$ cat src/rtl/sifive_scope_dcache_pkg.sv
// ============================================================================
// sifive_scope_dcache_pkg : command encodings, tracked-command test, entry record
// Rev 1.0
// ============================================================================
`default_nettype none

package sifive_scope_dcache_pkg;

  localparam logic [4:0] CMD_XRD     = 5'b00000;
  localparam logic [4:0] CMD_XA_SWAP = 5'b00100;
  localparam logic [4:0] CMD_XLR     = 5'b00110;
  localparam logic [4:0] CMD_XSC     = 5'b00111;
  // All AMOs share the 01xxx prefix.
  localparam logic [1:0] CMD_AMO_HI  = 2'b01;

  // Latency is kept at full word width; only the low LAT_W bits are reported.
  typedef struct packed {
    logic [31:0] addr;
    logic [6:0]  id;
    logic [4:0]  cmd;
    logic        is_signed;
    logic [1:0]  size;
    logic [31:0] latency;
  } entry_t;

  function automatic logic is_tracked(input logic [4:0] cmd);
    return (cmd == CMD_XRD) || (cmd == CMD_XA_SWAP) || (cmd == CMD_XLR) ||
           (cmd == CMD_XSC) || (cmd[4:3] == CMD_AMO_HI);
  endfunction

endpackage

`default_nettype wire

$ cat src/rtl/sifive_scope_load_align.sv
// ============================================================================
// sifive_scope_load_align : lane-aligns a response word and sign/zero-extends it
// Rev 1.0
// ============================================================================
`default_nettype none

module sifive_scope_load_align (
  input  logic [1:0]  addr_lo,
  input  logic [1:0]  size,
  input  logic        is_signed,
  input  logic [31:0] data,
  output logic [31:0] result
);

  logic [31:0] shifted;

  always_comb begin
    shifted = data >> {addr_lo, 3'b000};
    case (size)
      2'd0:    result = {{24{is_signed & shifted[7]}}, shifted[7:0]};
      2'd1:    result = {{16{is_signed & shifted[15]}}, shifted[15:0]};
      default: result = shifted;
    endcase
  end

endmodule

`default_nettype wire

$ cat src/rtl/sifive_scope_dcache_resp_tracker.sv
// ============================================================================
// sifive_scope_dcache_resp_tracker : matches dcache responses to tracked requests
// Optional per-entry latency counters: SIFIVE_SCOPE_DCACHE_LATENCY_EN.  Rev 1.0
// ============================================================================
`default_nettype none

module sifive_scope_dcache_resp_tracker
  import sifive_scope_dcache_pkg::*;
#(
  parameter int ENTRIES = 4,
  parameter int LAT_W   = 8
) (
  input  logic                         clock,
  input  logic                         reset,
  input  logic                         req_valid,
  input  logic [31:0]                  req_addr,
  input  logic [6:0]                   req_id,
  input  logic [4:0]                   req_cmd,
  input  logic                         req_signed,
  input  logic [1:0]                   req_size,
  input  logic                         resp_valid,
  input  logic [6:0]                   resp_id,
  input  logic [31:0]                  resp_data,
  output logic                         out_valid,
  output logic [31:0]                  out_addr,
  output logic [4:0]                   out_cmd,
  output logic [31:0]                  out_data,
  output logic [LAT_W-1:0]             out_latency,
  output logic [$clog2(ENTRIES+1)-1:0] outstanding,
  output logic                         err_overflow,
  output logic                         err_orphan,
  output logic                         err_dup
);

  localparam int IDX_W = $clog2(ENTRIES);
  localparam int CNT_W = $clog2(ENTRIES+1);

  entry_t             ents [ENTRIES];
  logic [ENTRIES-1:0] pend;

  logic               tracked, hit, dup, has_free, wr;
  logic [IDX_W-1:0]   hit_idx, dup_idx, free_idx, wr_idx;
  logic [ENTRIES-1:0] pend_next;
  logic [CNT_W-1:0]   cnt_next;
  entry_t             sel;
  logic [31:0]        aligned;
  logic               lat_unused;

  // Searches only look at the pre-cycle table, so nothing freed this cycle is reused.
  always_comb begin
    tracked  = req_valid && is_tracked(req_cmd);
    hit      = 1'b0;
    dup      = 1'b0;
    has_free = 1'b0;
    hit_idx  = '0;
    dup_idx  = '0;
    free_idx = '0;
    for (int i = ENTRIES-1; i >= 0; i--) begin
      if (resp_valid && pend[i] && ents[i].id == resp_id) begin
        hit     = 1'b1;
        hit_idx = IDX_W'(i);
      end
      if (tracked && pend[i] && ents[i].id == req_id) begin
        dup     = 1'b1;
        dup_idx = IDX_W'(i);
      end
      if (!pend[i]) begin
        has_free = 1'b1;
        free_idx = IDX_W'(i);
      end
    end
    wr     = tracked && (dup || has_free);
    wr_idx = dup ? dup_idx : free_idx;

    pend_next = pend;
    if (hit) pend_next[hit_idx] = 1'b0;
    if (wr)  pend_next[wr_idx]  = 1'b1;

    cnt_next = '0;
    for (int i = 0; i < ENTRIES; i++) cnt_next = cnt_next + CNT_W'(pend_next[i]);
  end

  assign sel        = ents[hit_idx];
  assign lat_unused = ^sel.latency;

  sifive_scope_load_align u_align (
    .addr_lo   (sel.addr[1:0]),
    .size      (sel.size),
    .is_signed (sel.is_signed),
    .data      (resp_data),
    .result    (aligned)
  );

`ifdef SIFIVE_SCOPE_DCACHE_LATENCY_EN
  localparam logic [31:0] LAT_MAX = (LAT_W >= 32) ? 32'hFFFF_FFFF : ((32'd1 << LAT_W) - 32'd1);
  // The stored count already reflects the current cycle: the allocation cycle is 0.
  localparam logic [31:0] LAT_INIT = 32'd1;
`else
  localparam logic [31:0] LAT_INIT = 32'd0;
`endif

  always_ff @(posedge clock) begin
    if (reset) begin
      pend         <= '0;
      outstanding  <= '0;
      out_valid    <= 1'b0;
      out_addr     <= '0;
      out_cmd      <= '0;
      out_data     <= '0;
      out_latency  <= '0;
      err_overflow <= 1'b0;
      err_orphan   <= 1'b0;
      err_dup      <= 1'b0;
      for (int i = 0; i < ENTRIES; i++) ents[i] <= '0;
    end else begin
      pend        <= pend_next;
      outstanding <= cnt_next;
      out_valid   <= hit;
      if (hit) begin
        out_addr <= sel.addr;
        out_cmd  <= sel.cmd;
        out_data <= aligned;
`ifdef SIFIVE_SCOPE_DCACHE_LATENCY_EN
        out_latency <= sel.latency[LAT_W-1:0];
`else
        out_latency <= '0;
`endif
      end
      if (tracked && !wr)                err_overflow <= 1'b1;
      if (resp_valid && !hit)            err_orphan   <= 1'b1;
      if (dup)                           err_dup      <= 1'b1;
      for (int i = 0; i < ENTRIES; i++) begin
        if (wr && wr_idx == IDX_W'(i)) begin
          ents[i] <= '{addr: req_addr, id: req_id, cmd: req_cmd, is_signed: req_signed,
                       size: req_size, latency: LAT_INIT};
        end
`ifdef SIFIVE_SCOPE_DCACHE_LATENCY_EN
        else if (pend[i] && ents[i].latency != LAT_MAX) begin
          ents[i].latency <= ents[i].latency + 32'd1;
        end
`endif
      end
    end
  end

endmodule

`default_nettype wire
$ cat config.mk
export PLATFORM = sky130hd
export DESIGN_NAME = sifive_scope_dcache_resp_tracker
export DESIGN_NICKNAME = d
export VERILOG_FILES = /design/src/rtl/sifive_scope_dcache_pkg.sv /design/src/rtl/sifive_scope_load_align.sv /design/src/rtl/sifive_scope_dcache_resp_tracker.sv
export SDC_FILE = /design/constraint.sdc
export NUM_CORES = 1
export LEC_CHECK = 0
export ABC_AREA = 0
export CORE_MARGIN = 2
export CORE_UTILIZATION = 30
export DETAILED_ROUTE_END_ITERATION = 7
export PLACE_DENSITY = 0.61
export SYNTH_ARGS = -nofsm -noshare
export SYNTH_HDL_FRONTEND = slang
export SYNTH_SLANG_ARGS = --single-unit
$ cat constraint.sdc
create_clock -name clock -period 4.5 [get_ports clock]
set_input_delay 0.9 -clock clock [delete_from_list [all_inputs] [get_ports clock]]
set_output_delay 0.9 -clock clock [all_outputs]
set_load 0.1 [all_outputs]
## Word level (Yosys, flattened, before mapping)

Memories as Yosys holds them, arrays and structs flattened.
Index checks and enable logic that the tools add are counted.

| word-level totals | value |
|---|---|
| output and inout bits | 84 |
| memory bits (writable) | 188 |
| register bits after elaboration | 80 |
| word-level logic and storage cells | 129 |
| memories kept | 1 |

| cells by class | value |
|---|---|
| shifts and indexed selects | 1 |
| multiplexer cells | 50 |
| eq/ne operators | 16 |
| reduce and logical (&&, ||, !) cells | 36 |
| bitwise gates (word level) | 9 |
| magnitude comparators | 4 |
| add/sub/neg operators | 3 |

Memories:

| memory | depth | bits a word | read ports | clocked after memory_dff | write ports | RTL line | source |
|---|---|---|---|---|---|---|---|
| ents | 4 | 47 | 5 | 0 | 4 | sifive_scope_dcache_resp_tracker.sv:38 | `entry_t ents [ENTRIES];` |

Operator list:

| kind | count |
|---|---|
| two-way mux 47 bit | 4 |
| one-hot mux 32 bit (2 select lines) | 1 |
| == test 7 bit | 8 |
| right shift 32 x 5 -> 32 bit | 1 |
| two-way mux 1 bit | 28 |
| logical AND 1 bit | 26 |
| two-way mux 2 bit | 13 |
| == test 5 x 3 -> 1 bit (second input constant) | 3 |
| two-way mux 4 bit | 2 |
| == test 2 x 1 -> 1 bit (second input constant) | 3 |
| less-than comparator 2 x 3 -> 1 bit (second input constant) | 2 |
| zero test 5 bit | 1 |
| logical OR 1 bit | 5 |
| bitwise AND 4 bit | 1 |
| demux 1 bit (select 2 bit) | 2 |
| == test 2 bit (second input constant) | 2 |
| greater-or-equal comparator 2 x 1 -> 1 bit (second input constant) | 2 |
| zero test 2 bit | 2 |
| inverter 4 bit | 1 |
| bitwise OR 1 bit | 4 |
| bitwise OR 4 bit | 1 |
| adder 2 x 1 -> 3 bit | 1 |
| adder 3 x 1 -> 3 bit | 1 |
| adder 1 x 1 -> 2 bit | 1 |
| other kinds (2) | 4 |

## Logic depth before layout (Yosys ltp)

Gate-level depths: netlist of the first run.

| logic depth | value |
|---|---|
| word-level depth | 22 |
| gate-level depth with buffers | 13 |
| depth with buffers taken out | 12 |

## Hierarchy

Synthesis of the first run repeated with hierarchy kept, for this count alone.

| unflattened totals | value |
|---|---|
| cell total of the unflattened synthesis | 1159 |
| area, all modules | 12406.9 µm² |

Modules (own cells, without submodules):

| module | area an instance (µm²) | instances | cells each |
|---|---|---|---|
| sifive_scope_dcache_resp_tracker | 11598.6 | 1 | 1053 |
| sifive_scope_load_align | 808.3 | 1 | 106 |

## Worst setup path after synthesis of the first run

OpenSTA, ideal clock, no wires.

| timing | value |
|---|---|
| path kind | input-to-reg |
| start point | in req_cmd[2] |
| end point | mem ents[2][0] in the netlist's numbering, enable pin |
| arrival time | 3553 ps |
| stages | 6 |
| path buffers | 0 |
| path slack | 535 ps |
| cells stage by stage | and2_1 > o311ai_1 > nor3_1 > a2111oi_0 > o21ai_0 > nand2b_1 |

RTL lines:

| element | RTL line | source |
|---|---|---|
| from (decl) | sifive_scope_dcache_resp_tracker.sv:18 | `input logic [4:0] req_cmd,` |
| to (decl) | sifive_scope_dcache_resp_tracker.sv:38 |  |

## Final worst setup path of the first run

| timing | value |
|---|---|
| start point | in req_id[0] |
| end point | reg outstanding[1] |

| on the way | value |
|---|---|
| cells in the longest elaborated chain, start to end | 16 |
| elaborated cells on any way between the ends | 29 |

Ends and longest elaborated chain:

| element | RTL line | source |
|---|---|---|
| from (decl) | sifive_scope_dcache_resp_tracker.sv:17 | `input logic [6:0] req_id,` |
| == test 7 bit | sifive_scope_dcache_resp_tracker.sv:63 | `if (tracked && pend[i] && ents[i].id == req_id) begin` |
| logical AND 1 bit | sifive_scope_dcache_resp_tracker.sv:63 |  |
| two-way mux 2 bit or two-way mux 1 bit (tied branches) (4 in series) | sifive_scope_dcache_resp_tracker.sv:63 |  |
| two-way mux 2 bit | sifive_scope_dcache_resp_tracker.sv:73 | `wr_idx = dup ? dup_idx : free_idx;` |
| less-than comparator 2 x 3 -> 1 bit (implied by the code) or greater-or-equal comparator 2 x 1 -> 1 bit (tied branches) | sifive_scope_dcache_resp_tracker.sv:77 | `if (wr) pend_next[wr_idx] = 1'b1;` |
| logical AND 1 bit (implied by the code) | sifive_scope_dcache_resp_tracker.sv:77 |  |
| two-way mux 1 bit (implied by the code) | sifive_scope_dcache_resp_tracker.sv:77 |  |
| demux 1 bit (select 2 bit) | sifive_scope_dcache_resp_tracker.sv:77 |  |
| bitwise OR 4 bit (no line) | -- |  |
| two-way mux 4 bit (*) | sifive_scope_dcache_resp_tracker.sv:77 |  |
| named net pend_next[0] | sifive_scope_dcache_resp_tracker.sv:43 | `logic [ENTRIES-1:0] pend_next;` |
| adder 1 x 1 -> 2 bit (*) | sifive_scope_dcache_resp_tracker.sv:80 | `for (int i = 0; i < ENTRIES; i++) cnt_next = cnt_next + CNT_W'(pend_next[i]);` |
| adder 2 x 1 -> 3 bit (*) | sifive_scope_dcache_resp_tracker.sv:80 |  |
| adder 3 x 1 -> 3 bit (*) | sifive_scope_dcache_resp_tracker.sv:80 |  |
| named net cnt_next[1] | sifive_scope_dcache_resp_tracker.sv:44 | `logic [CNT_W-1:0] cnt_next;` |
| to (signal assigned) | sifive_scope_dcache_resp_tracker.sv:117 | `outstanding <= cnt_next;` |
| to (decl) | sifive_scope_dcache_resp_tracker.sv:29 | `output logic [$clog2(ENTRIES+1)-1:0] outstanding,` |

Mark *: on every way through the listed nets, which the timed path passes. The rest lies on a longest branch.
A chain may end at the register's enable or synchronous reset.

==> results.sh, run 1 <==
export IMPL_timing_final_hold_violations=0
export IMPL_cp_arrival_ps=4390
export IMPL_placement_io_buffers=165
export IMPL_floorplan_initialDensity_pct=30.5
export IMPL_holdPathStages=2
export IMPL_power_per_cell_area_mw_per_mm2=359
export IMPL_critPathKind="in -> reg"
export IMPL_unrepaired_setup_endpoints_after_global_routing="false"
export IMPL_avgViaCountPerCell=4.83
export IMPL_drtAntennaViolNets=0
export IMPL_die_w_um=205
export IMPL_synth_yosys_warnings=0
export IMPL_final_layout_size_suffix_gt1_share_pct=8.99
export IMPL_critical_path_source_type="input pin"
export IMPL_detail_route_drc_violations=0
export IMPL_crit_path_max_fanout=8
export IMPL_synthDominantAreaCellType="sky130_fd_sc_hd__edfxtp_1"
export IMPL_cts_tree="done"
export IMPL_holdBufCountCts=0
export IMPL_first_pass_grt_wire_length_um=52200
export IMPL_area_growth_synth_to_final_pct=28.9
export IMPL_design_final_nets=1292
export IMPL_drt_first_iter_violations=526
export IMPL_top_cells_by_area_synth="sky130_fd_sc_hd__edfxtp_1 47%, sky130_fd_sc_hd__dfxtp_1 13%, sky130_fd_sc_hd__and2_1 9.5%"
export IMPL_first_global_vias=8628
export IMPL_synth_yosys_seq_area_share_pct=59.8
export IMPL_dp_worst_setup_slack_ps=-75.2
export IMPL_ff2ff_setup_slack_ps=1120
export IMPL_leakage_nw=5.41
export IMPL_core_area_sq_mm=0.0398
export IMPL_synth_edf_count=188
export IMPL_post_synth_inst_count=1026
export IMPL_worst_hold_slack_ps=451
export IMPL_resized_after_cts=0
export IMPL_num_vias=8461
export IMPL_cells_on_worst_reg2reg_path=9
export IMPL_finalWeightedCongestion=0.851
export IMPL_synth_ff_latch_count=268
export IMPL_ys_flop_type="sky130_fd_sc_hd__edfxtp_1"
export IMPL_syn_mean_instance_area_sq_um=11.8
export IMPL_root_buffer_cell="sky130_fd_sc_hd__clkbuf_16"
export IMPL_remaining_overflow_grt=0
export IMPL_dp_hpwl_um=22000
export IMPL_vdd_ir_drop_max_mv=0.284
export IMPL_synth_area_sq_mm=0.0121
export IMPL_grt_usage_pct=16.3
export IMPL_die_h_um=205
export IMPL_detail_route_first_pass_iterations=7
export IMPL_cap_viol_max_count=0
export IMPL_die_area_sq_mm=0.0420
export IMPL_cts_inserted_buffers=30
export IMPL_clkLatencyLatePin_ps=580
export IMPL_synth_largest_type_area_fraction_pct=46.6
export IMPL_cts_root_to_sink_buffers=3
export IMPL_ys_async_sr_fraction_pct=0
export IMPL_fp_row_count=73
export IMPL_slew_headroom_pct=18.3
export IMPL_critPathRequiredTime_ps=4930
export IMPL_tightestPinTransition_ps=1220
export IMPL_io_pin_count=174
export IMPL_wl_per_cell_um=19.5
export IMPL_synthMostInstantiatedCell="sky130_fd_sc_hd__edfxtp_1"
export IMPL_report_final_setup_viol=0
export IMPL_period_share_pct=88.0
export IMPL_status="finished clean"
export IMPL_routed_wl_um=34200
export IMPL_timing_max_transition_violations_final=0
export IMPL_timing_fmax_ghz=0.253
export IMPL_htree_levels=1
export IMPL_yosys_top_cells_count="188 x sky130_fd_sc_hd__edfxtp_1, 185 x sky130_fd_sc_hd__and2_1, 80 x sky130_fd_sc_hd__dfxtp_1"
export IMPL_clkSlewWorstSetupHoldPaths_ps=60
export IMPL_timing_clock_skew_ps=16.4
export IMPL_setup_worst_path_end_class="register"
export IMPL_final_min_clock_period_ps=3960
export IMPL_tritoncts_num_sinks=268
export IMPL_postLayoutSetupSlackWorst_ps=542
export IMPL_cts_setup_buffers=0
export IMPL_grt_max_degree=71
export IMPL_hold_class="reg -> reg"
export IMPL_synth_distinct_cells=54
export IMPL_grt_antenna_before_repair=4
-- where the power goes --
group | switching (mW) | leakage [nW] | internal (mW) | total, mW
registers | 0.0306 | 2.60 | 2.72 | 2.75
clock network | 1.01 | 0.484 | 1.43 | 2.45
logic | 0.247 | 2.33 | 0.167 | 0.414
total | 1.29 | 5.41 | 4.32 | 5.61
-- sequential cells by signal, summed over array words and instances (netlist names) --
register / flops
ents: 188
err_dup: 1
err_orphan: 1
err_overflow: 1
out_addr: 32
out_cmd: 5
out_data: 32
out_valid: 1
outstanding: 3
pend: 4
-- metrics by stage --
stage / TNS (ps) / instance area, sq um / power (mW) / cells / utilization (%)
floorplan: 0 / 12200 / 3.02 / 1037 / -
global placement: -779 / 14600 / 3.21 / 1692 / 36.7
detailed placement: -2780 / 14600 / 3.22 / 1692 / 36.7
CTS: 0 / 15600 / 5.66 / 1748 / 39.2
global route: 0 / 15600 / 5.80 / 1749 / 39.2
finish: 0 / 15600 / 5.61 / 1751 / 39.2
-- worst paths after layout --
| kind | start | endpoint |
|---|---|---|
| worst max-delay path | req_id[0] | outstanding[1] |
| worst min-delay path | out_data[6] | out_data[6] |
| worst min register to register | out_data[6] | out_data[6] |
| worst max register to register | ents[1][9] | out_data[21] |
-- critical path: stages --
cell and delay, ps:
sky130_fd_sc_hd__clkdlybuf4s50_1 790, sky130_fd_sc_hd__xnor2_1 170, sky130_fd_sc_hd__nand4_1 120, sky130_fd_sc_hd__nor3_1 400, sky130_fd_sc_hd__o21ba_2 240, sky130_fd_sc_hd__o21ai_0 460, sky130_fd_sc_hd__o21ai_0 260, sky130_fd_sc_hd__fa_1 470
sky130_fd_sc_hd__ha_1 190, sky130_fd_sc_hd__ha_1 260, sky130_fd_sc_hd__nor2b_1 120
-- logic make-up after synthesis --
kind of cell	Yosys count	synth area share, %
buf+inv	86	3.13
fa+ha+maj	3	0.371
xor+xnor	56	4.04
mux	60	5.00
compound gates	196	11.8
simple gates	356	15.9
other cells	1	0.0309
flops	268	59.8
-- per-layer routing --
metal	track usage, %	share of wire [%]	vias to the layer above
met4	3.16	1.9	4
li1	-	-	4040
met3	3.02	5.4	39
met2	27.5	48	229
met1	21.8	45	4149
met5	0	0.073	-
-- cells in the final DEF, fill, tap and decap left out, types with 6 or more instances in the layout --
cell,n
sky130_fd_sc_hd__dfxtp_1,80
sky130_fd_sc_hd__and2_1,185
sky130_fd_sc_hd__buf_4,37
sky130_fd_sc_hd__xor2_1,20
sky130_fd_sc_hd__o21a_1,16
sky130_fd_sc_hd__edfxtp_1,188
sky130_fd_sc_hd__a21o_1,8
sky130_fd_sc_hd__o2bb2ai_1,7
sky130_fd_sc_hd__clkbuf_8,6
sky130_fd_sc_hd__conb_1,12
sky130_fd_sc_hd__nand2_1,50
sky130_fd_sc_hd__clkbuf_16,31
sky130_fd_sc_hd__inv_1,6
sky130_fd_sc_hd__o22a_1,34
sky130_fd_sc_hd__nand4_1,11
sky130_fd_sc_hd__nor2_1,61
sky130_fd_sc_hd__buf_12,9
sky130_fd_sc_hd__xnor2_1,36
sky130_fd_sc_hd__clkbuf_1,13
sky130_fd_sc_hd__mux2i_1,58
sky130_fd_sc_hd__a21oi_1,15
sky130_fd_sc_hd__clkdlybuf4s50_1,164
sky130_fd_sc_hd__nand3_1,13
sky130_fd_sc_hd__o21ai_0,16
sky130_fd_sc_hd__o22ai_1,35
sky130_fd_sc_hd__a211oi_1,45
-- cell type report --
type	instances	area [sq um]
Multi-Input combinational cell	683	4600
Antenna cell	3	7.51
Fill cell	3862	24200
Clock inverter	6	86.3
Timing Repair Buffer	210	2100
Inverter	6	22.5
Tap cell	525	657
Sequential cell	268	7250
Clock buffer	50	907
Power figures use the tool's default switching activity.
==> run 2: changes to the inputs <==
--- a/config.mk
+++ b/config.mk
@@ -8,6 +8,7 @@
 export ABC_AREA = 0
 export CORE_MARGIN = 2
 export CORE_UTILIZATION = 30
+export CTS_CLUSTER_SIZE = 30
 export DETAILED_ROUTE_END_ITERATION = 7
 export PLACE_DENSITY = 0.61
 export SYNTH_ARGS = -nofsm -noshare
==> results of run 2 <==
The final DEF is identical to that of run 1; final timing and power are the same.
